**src/rtl/mem_dumper_pkg.sv**
```systemverilog
// Shared definitions for the memory dumper: FSM states and UART framing.
package mem_dumper_pkg;

  typedef enum logic [2:0] {
    IDLE,
    READ,
    SEND,
    WAIT,
    FINISH
  } state_t;

  localparam int DATA_BITS            = 8;
  localparam int STOP_BITS            = 1;
  localparam int FRAME_BITS           = 1 + DATA_BITS + STOP_BITS;
  localparam int DEFAULT_CLKS_PER_BIT = 104;

endpackage

```
**src/rtl/mem_dumper_uart_tx.sv**
```systemverilog
// 8N1 UART transmitter, LSB first. tx_busy rises the cycle after tx_start
// and falls once the stop bit has been on the line for CLKS_PER_BIT cycles.
module uart_tx
  import mem_dumper_pkg::*;
#(
  parameter int CLKS_PER_BIT = DEFAULT_CLKS_PER_BIT
) (
  input  logic                 clk,
  input  logic                 n_reset,
  input  logic                 tx_start,
  input  logic [DATA_BITS-1:0] tx_data,
  output logic                 tx,
  output logic                 tx_busy
);

  localparam int CW = $clog2(CLKS_PER_BIT + 1);
  localparam int BW = $clog2(FRAME_BITS + 1);

  logic [CW-1:0]        clk_cnt;
  logic [BW-1:0]        bit_cnt;
  // Bits still to be sent after the one on the line; the stop bit sits on top
  logic [DATA_BITS:0]   shift;

  // Bit timer and shift register; the line is driven straight from a flop
  always_ff @(posedge clk or negedge n_reset) begin
    if (!n_reset) begin
      tx      <= 1'b1;
      tx_busy <= 1'b0;
      clk_cnt <= '0;
      bit_cnt <= '0;
      shift   <= '1;
    end else if (!tx_busy) begin
      if (tx_start) begin
        tx_busy <= 1'b1;
        tx      <= 1'b0;
        shift   <= {1'b1, tx_data};
        clk_cnt <= '0;
        bit_cnt <= '0;
      end
    end else if (clk_cnt == CW'(CLKS_PER_BIT - 1)) begin
      clk_cnt <= '0;
      if (bit_cnt == BW'(FRAME_BITS - 1)) begin
        tx_busy <= 1'b0;
        tx      <= 1'b1;
      end else begin
        bit_cnt <= bit_cnt + 1'b1;
        tx      <= shift[0];
        shift   <= {1'b1, shift[DATA_BITS:1]};
      end
    end else begin
      clk_cnt <= clk_cnt + 1'b1;
    end
  end

endmodule

```
**src/rtl/mem_dumper.sv**
```systemverilog
// Reads len bytes starting at base_adr and streams them out over the UART.
// adr always shows the current read address so the external bus never glitches.
module mem_dumper
  import mem_dumper_pkg::*;
#(
  parameter int CLKS_PER_BIT = DEFAULT_CLKS_PER_BIT,
  parameter int READ_CYCLES  = 2,
  parameter int ADR_W        = 21
) (
  input  logic                 clk,
  input  logic                 n_reset,
  input  logic                 start,
  input  logic [ADR_W-1:0]     base_adr,
  input  logic [ADR_W-1:0]     len,
  output logic [ADR_W-1:0]     adr,
  output logic                 read,
  input  logic [DATA_BITS-1:0] data,
  output logic                 tx,
  output logic                 busy,
  output logic                 done
);

  localparam int RCW = $clog2(READ_CYCLES + 1);

  state_t               state;
  logic [ADR_W-1:0]     remaining;
  logic [RCW-1:0]       rd_cnt;
  logic [DATA_BITS-1:0] byte_q;
  logic                 tx_start;
  logic                 tx_busy;

  // Dump sequencer: all bus and handshake outputs are registered here.
  // The cycle after FINISH is spent in IDLE with busy still high so that the
  // done pulse and the busy drop land one cycle apart; start is ignored then.
  always_ff @(posedge clk or negedge n_reset) begin
    if (!n_reset) begin
      state     <= IDLE;
      adr       <= '0;
      remaining <= '0;
      rd_cnt    <= '0;
      byte_q    <= '0;
      read      <= 1'b0;
      busy      <= 1'b0;
      done      <= 1'b0;
      tx_start  <= 1'b0;
    end else begin
      case (state)
        IDLE: begin
          done <= 1'b0;
          busy <= 1'b0;
          if (start && !busy) begin
            adr       <= base_adr;
            remaining <= len;
            busy      <= 1'b1;
            if (len == '0) begin
              state <= FINISH;
            end else begin
              state  <= READ;
              read   <= 1'b1;
              rd_cnt <= '0;
            end
          end
        end
        READ: begin
          if (rd_cnt == RCW'(READ_CYCLES - 1)) begin
            byte_q   <= data;
            read     <= 1'b0;
            tx_start <= 1'b1;
            state    <= SEND;
          end else begin
            rd_cnt <= rd_cnt + 1'b1;
          end
        end
        SEND: begin
          tx_start  <= 1'b0;
          adr       <= adr + 1'b1;
          remaining <= remaining - 1'b1;
          state     <= WAIT;
        end
        WAIT: begin
          if (!tx_busy) begin
            if (remaining != '0) begin
              state  <= READ;
              read   <= 1'b1;
              rd_cnt <= '0;
            end else begin
              state <= FINISH;
            end
          end
        end
        FINISH: begin
          done  <= 1'b1;
          state <= IDLE;
        end
        default: begin
          state <= IDLE;
        end
      endcase
    end
  end

  uart_tx #(
    .CLKS_PER_BIT(CLKS_PER_BIT)
  ) u_uart_tx (
    .clk     (clk),
    .n_reset (n_reset),
    .tx_start(tx_start),
    .tx_data (byte_q),
    .tx      (tx),
    .tx_busy (tx_busy)
  );

endmodule
```
**config.mk**
```make
export PLATFORM = sky130hd
export DESIGN_NAME = mem_dumper
export DESIGN_NICKNAME = d
export VERILOG_FILES = /design/src/rtl/mem_dumper_pkg.sv /design/src/rtl/mem_dumper_uart_tx.sv /design/src/rtl/mem_dumper.sv
export SDC_FILE = /design/constraint.sdc
export NUM_CORES = 1
export LEC_CHECK = 0
export ABC_AREA = 1
export BUFFER_PORTS_ARGS = -buffer_cell sky130_fd_sc_hd__buf_2
export CAP_MARGIN = 40
export CORE_AREA = 2 2 108 110
export CTS_CLUSTER_DIAMETER = 40
export CTS_CLUSTER_SIZE = 30
export DETAILED_ROUTE_END_ITERATION = 16
export DIE_AREA = 0 0 110 112
export PLACE_DENSITY_LB_ADDON = 0.1
export SLEW_MARGIN = 25
export SYNTH_ARGS = -nofsm -noshare
export SYNTH_HDL_FRONTEND = slang
export SYNTH_SLANG_ARGS = --single-unit
```
**constraint.sdc**
```tcl
create_clock -name clk -period 1.4 [get_ports clk]
set_clock_uncertainty 0.05 [all_clocks]
set_input_delay 0.21 -clock clk [delete_from_list [all_inputs] [get_ports clk]]
set_output_delay 0.21 -clock clk [all_outputs]
set_load 0.02 [all_outputs]
```
==> run_results.csv, run 1 <==
group,metric,value,unit
synth,synth-async-reset-ratio,1.00,
synth,ys_seq_elements,80,
global_route,grt_max_degree,31,
clock_network,cts_sinks,80,
synth,synth_top_area_share,0.365,
detailed_routing,antenna_left,0,
global_route,grt_remaining_overflow,0,
place,dp_hpwl,10200,um
timing,post-route-period-util,1.07,
clock_network,root_buffer,"clkbuf_16",
synth,synthDistinctLibCells,39,
global_route,grt_pass1_wl,23600,um
critical_path,cp-end-kind,"register",
pwr,power_leakage,3.59,nW
critical_path,cpPeakStageDelay,0.44,ns
timing,fin_ws,-0.105,ns
detailed_routing,drc,0,
critical_path,cp_slowest_cell,"dfrtp_2",
synth,netlist_area,0.00487,mm^2
timing,tightest_slew,0.356,ns
detailed_routing,finalWirelength,15000,um
detailed_routing,wl_per_cell,14.8,um
timing,slew_viol_final,0,
place,dp_slack,-0.135,ns
layout,drive_above_1_share,0.436,
clock_network,cts_tree,"yes",
synth,yosysWarnings,0,
synth,synth_nets,722,
timing,hold_viol_final,0,
global_route,first_global_vias,5007,
floorplanning,die_h,112,um
place,io_buffers,77,
run_status,violations,"negative setup slack",
pwr,p_per_area,693,mW/mm^2
place,gp_congestion,0.878,
run,drv_cap,0,
synth,ys_seq_area_frac,0.413,
global_route,gr-usage-all-layers,0.245,
synth,syn_inst,662,
floorplanning,start_util,0.436,
run_status,status,"complete, but fails checks",
layout,nets,922,
detailed_routing,vias,5184,
synth,synth_area_leaders,"dfrtp_1 (36%), nand2_1 (16%), nor2_1 (6.5%)",
critical_path,cp.required,1.56,ns
synth,synth.most_common_cell,"nand2_1",
floorplanning,fp-row-count,39,
critical_path,critPathMaxFanout,4,
synth,synthFlopType,"dfrtp_1",
timing,whs,0.0318,ns
floorplanning,die_area,0.0123,mm^2
pwr,p_seq_frac,0.456,
layout,areaGrowthSynthToFinish,53.4,%
synth,synth_area_per_cell,7.36,um^2
critical_path,path_class,"reg2reg",
pwr,p_switching,1.07,mW
synth,synth_commonest_cells,"nand2_1 (211), nor2_1 (84), dfrtp_1 (71)",
pwr,power_frac_comb,0.041,
clock_network,cts_buffers,9,
detailed_routing,firstDrtPassIters,4,
floorplanning,die_w,110,um
synth,synth-edff-count,0,
detailed_routing,drtIter0Drc,254,
min_path,min_path_type,"in2reg",
timing,fin_crit,1.50,ns
pwr,ir_drop,0.749,mV
timing,max_freq,665,MHz
synth,yosys.area.top_type,"dfrtp_1",
pwr,p_total,5.18,mW
layout,utilization,0.669,
clock_network,clockBufferDepth,2,
layout,n_antenna_cell,0,
clock_network,clkTransAtPathRegs,0.06,ns
floorplanning,core_area,0.0112,mm^2
global_route,grt_antenna_before_repair,1,
critical_path,worstPathArrival,1.66,ns
pwr,swShare,0.207,
detailed_routing,vias_per_cell,5.13,
floorplanning,ioPinCount,78,
pwr,p_int,4.10,mW
timing,tns,-3.23,ns
clock_network,insertion_delay,0.35,ns
clock_network,htreeDepth,3,
pwr,clkPwrFrac,0.503,
timing,setup_viol_count_final,66,
critical_path,path_cells,"nor2_2, nand2_2, nor2_4, nor2_4, buf_4, buf_4, nand2_1, nand3_1",
timing,slew_headroom,0.763,
timing,rsz0062_at_grt,"yes",
critical_path,critPathLaunchType,"register",
layout,num-fill-cells,927,
## metrics by stage
| stage | instances | instance area (um^2) |
|---|---|---|
| after floorplan | 662 | 4930 |
| after global placement | 964 | 6200 |
| after detailed placement | 964 | 6200 |
| after CTS | 997 | 6890 |
| after global routing | 1010 | 7470 |
| final | 1010 | 7470 |
## registers in the layout, indices dropped and copies added, names as in the netlist, 2 cells and up
name / flops
remaining: 21
u_uart_tx.bit_cnt: 4
u_uart_tx.clk_cnt: 7
rd_cnt: 2
state: 3
u_uart_tx.shift: 8
byte_q: 8
adr: 21
## logic make-up (layout without fill, tap and decap cells)
| family | after synthesis | count (layout) | synth area share |
|---|---|---|---|
| AO/OA/AOI/OAI | 82 | 82 | 0.0974 |
| flip-flops | 80 | 80 | 0.413 |
| XOR/XNOR | 14 | 14 | 0.0252 |
| adder cells (fa/ha/maj) | 7 | 7 | 0.0180 |
| AND/OR/NAND/NOR | 386 | 386 | 0.338 |
| multiplexers | 15 | 15 | 0.0329 |
| buffers and inverters | 78 | 283 | 0.0748 |
## cells in the final DEF, fill, tap and decap left out, types with 9 or more instances in the layout
cell type,netlist,layout
dfstp_2,9,9
nand2_1,211,186
nor2_4,7,23
buf_4,6,101
nand3_2,0,17
nand2_4,0,12
nand2_2,3,16
clkbuf_16,0,12
o21ai_1,7,18
o21ai_0,33,11
nor2_2,3,17
nor2_1,84,54
xor2_1,12,12
nand4_1,11,11
dfrtp_1,71,59
inv_1,53,44
buf_12,0,9
dfrtp_2,0,12
o21ai_2,1,12
nand3_1,57,37
buf_2,10,75
buf_6,3,17
inv_2,3,9
a21oi_1,13,11
## critical path, delay by kind of cell (launching register included)
family | cells | cell delay [ns]
AND/OR/NAND/NOR | 6 | 0.63
buffers and inverters | 2 | 0.26
flip-flops | 1 | 0.44
## per-layer routing
layer | global-route usage | vias to the layer above | part of all wire
li1 | - | 2556 | -
met1 | 0.310 | 2481 | 0.43
met2 | 0.404 | 115 | 0.50
met3 | 0.0457 | 30 | 0.044
met4 | 0.107 | 2 | 0.025
met5 | 0 | - | 0.00080
## power groups by stage
stage | combinational, mW | sequential [mW] | clock, mW
floorplan | 0.0396 | 2.40 | 0
global placement | 0.193 | 2.40 | 0
detailed placement | 0.197 | 2.40 | 0
CTS | 0.201 | 2.36 | 2.65
global route | 0.238 | 2.36 | 2.75
finish | 0.211 | 2.36 | 2.60
## what timing repair did
item,CTS,global route
pin swaps,17,32
buffers inserted,14,11
endpoints found under the hold margin,18,0
setup endpoints to repair,70,73
gates resized for setup,63,125
hold buffers,1,0
cloned,2,3
## cell type report
| cell class | count | area [um^2] | share of cell area |
|---|---|---|---|
| multi-input combinational | 504 | 3030 | 0.406 |
| sequential | 80 | 2030 | 0.271 |
| timing repair buffer | 210 | 1680 | 0.225 |
| clock buffer | 13 | 260 | 0.0348 |
| inverter | 57 | 229 | 0.0306 |
| tap | 143 | 179 | 0.0239 |
| clock inverter | 3 | 65.1 | 0.00871 |
## path summary, 6_finish.rpt
kind                                       to  slack (ns)  depth (start not counted)          startpoint
setup / recovery                 remaining[5]       -0.10                          8            state[1]
hold / removal                        adr[12]        0.03                          3        base_adr[12]
setup reg to reg                 remaining[5]       -0.10                          8            state[1]
hold reg to reg            u_uart_tx.shift[0]        0.42                          2  u_uart_tx.shift[0]
max in group asynchronous  u_uart_tx.shift[4]        0.47                          3             n_reset
min in group asynchronous             adr[15]        0.27                          2             n_reset
(Power assumes the default switching activity.)
==> run 2, diff against run 1 <==
==> constraint.sdc (replaced) <==
create_clock -name clk -period 1.83 [get_ports clk]
set_clock_uncertainty 0.05 [all_clocks]
set_input_delay 0.2745 -clock clk [delete_from_list [all_inputs] [get_ports clk]]
set_output_delay 0.2745 -clock clk [all_outputs]
set_load 0.02 [all_outputs]
==> run 2 against run 1 <==
The flow now finishes without violations. Critical path depth grew 1. Sequential power shrank 24%. Routed wire length fell by 16%. Register-to-register slack gained 0.27 ns. Largest power group is now registers.
==> run_results.csv, run 2 (synthesis gave the netlist of run 1 again) <==
group,metric,value,unit
layout,utilization,0.513,
timing,setup_viol_count_final,0,
detailed_routing,vias,4537,
critical_path,critPathLaunchType,"register",
layout,layout_common_cells,"nand2_1 (211), nor2_1 (81), buf_2 (76)",
critical_path,rrSetupSlack,0.16,ns
place,place_inst,876,
clock_network,clkTransAtPathRegs,0.06,ns
layout,num-fill-cells,1134,
min_path,min_path_cells,3,
clock_network,cts_sinks,80,
clock_network,clockBufferDepth,2,
floorplanning,die_area,0.0123,mm^2
timing,fin_crit,1.67,ns
critical_path,cp-end-kind,"register",
layout,top_regs,"adr (21), remaining (21)",
clock_network,htreeDepth,3,
min_path,min_path_type,"in2reg",
clock_network,cts_tree,"yes",
layout,areaGrowthSynthToFinish,17.7,%
timing,rsz0062_at_grt,"no",
layout,drive_above_1_share,0.197,
critical_path,path_class,"reg2reg",
critical_path,worstPathArrival,1.85,ns
critical_path,rr_worst_depth,9,
run_status,status,"finished clean",
min_path,worstHoldStart,"base_adr[12]",
critical_path,cpPeakStageDelay,0.41,ns
min_path,hold_end,"adr[12]",
place,dp_hpwl,9230,um
pwr,ir_drop,0.460,mV
critical_path,path_buf_inv,0,
place,io_buffers,77,
clock_network,cts_buffers,9,
detailed_routing,drc,0,
critical_path,reg2reg_to,"adr[16]",
layout,nets,805,
pwr,power_leakage,2.79,nW
floorplanning,die_h,112,um
timing,post-route-period-util,0.912,
pwr,p_per_area,654,mW/mm^2
critical_path,cp.required,2.01,ns
pwr,p_total,3.75,mW
layout,seq_area,0.00201,mm^2
layout,multi_input_area,0.00250,mm^2
layout,mostFrequentLayoutCell,"nand2_1",
place,gp_congestion,0.867,
run,drv_cap,0,
detailed_routing,drtIter0Drc,279,
floorplanning,ioPinCount,78,
layout,fin_cells,894,
floorplanning,die_w,110,um
detailed_routing,vias_per_cell,5.07,
critical_path,path_cells,"ha_1, nand2_1, nor2_2, nand2_2, nor2_1, nand2_1, xor2_1, nand2_1, nand2_1",
detailed_routing,antenna_left,0,
critical_path,cp_slowest_cell,"dfrtp_1",
global_route,grt_max_degree,36,
timing,tightest_slew,0.539,ns
global_route,first_global_vias,4468,
timing,hold_viol_final,0,
global_route,grt_pass1_wl,21300,um
timing,max_freq,599,MHz
global_route,grt_remaining_overflow,0,
clock_network,post_cts_buffers,0,
floorplanning,core_area,0.0112,mm^2
global_route,gr-usage-all-layers,0.222,
floorplanning,fp-row-count,39,
critical_path,r2r-start,"adr[1]",
floorplanning,start_util,0.436,
critical_path,cp_common_cell,"nand2_1",
detailed_routing,wl_per_cell,14.1,um
clock_network,root_buffer,"clkbuf_16",
critical_path,critPathMaxFanout,5,
timing,slew_viol_final,0,
timing,slew_headroom,0.640,
detailed_routing,firstDrtPassIters,4,
global_route,grt_antenna_before_repair,1,
critical_path,crit_family,"simple AND/OR/NAND/NOR gates",
detailed_routing,finalWirelength,12600,um
timing,tns,0,ns
clock_network,insertion_delay,0.34,ns
[run 2: layout make-up]
| type | count | share of cell area |
|---|---|---|
| tap | 143 | 0.0312 |
| clock inverter | 4 | 0.00786 |
| inverter | 57 | 0.0376 |
| multi-input combinational | 504 | 0.437 |
| clock buffer | 12 | 0.0430 |
| antenna | 1 | 0.000437 |
| sequential | 80 | 0.352 |
| timing repair buffer | 93 | 0.0913 |
[run 2: report_power, final]
group          leakage, nW  switching (mW)  internal, mW
registers            0.901         0.00942          1.79
logic                 1.75          0.0779        0.0669
clock network        0.146           0.712          1.09
total                 2.79           0.799          2.95
[run 2: metrics by stage]
stage	area (um^2)	hold WS, ns	setup slack, ns
final	5730	0.109	0.161
after floorplan	4870	-0.0711	0.183
after detailed placement	5410	0.218	0.136
after CTS	5710	0.0908	0.140
after global routing	5730	0.115	0.00746
after global placement	5410	0.218	0.146
[run 2: how the worst max path moves through the flow]
stage | startpoint | end | slack (ns) | cells past startpoint
after floorplan | adr[0] | adr[16] | 0.18 | 9
after global placement | adr[0] | adr[16] | 0.15 | 9
after detailed placement | adr[0] | adr[16] | 0.14 | 9
after CTS | adr[0] | adr[16] | 0.14 | 9
after global routing | remaining[0] | remaining[18] | 0.007 | 9
final | adr[1] | adr[16] | 0.16 | 9
[run 2: what timing repair did]
item,in CTS,in global routing
endpoints found under the setup margin,0,13
hold endpoints to repair,28,0
resized for setup,0,7
hold buffers,1,0
[run 2: routing by layer]
metal  GRT usage  share of wire  vias to the layer above
met5           0         0.0010                        -
met4      0.0802          0.013                        2
met3      0.0363          0.046                       15
met2       0.371           0.49                       81
met1       0.288           0.45                     2122
li1            -              -                     2317
[run 2: worst min-delay path, delay by kind of cell]
| family | cells | cell delay, ns |
|---|---|---|
| buf+inv | 1 | 0.08 |
| simple gates | 2 | 0.12 |
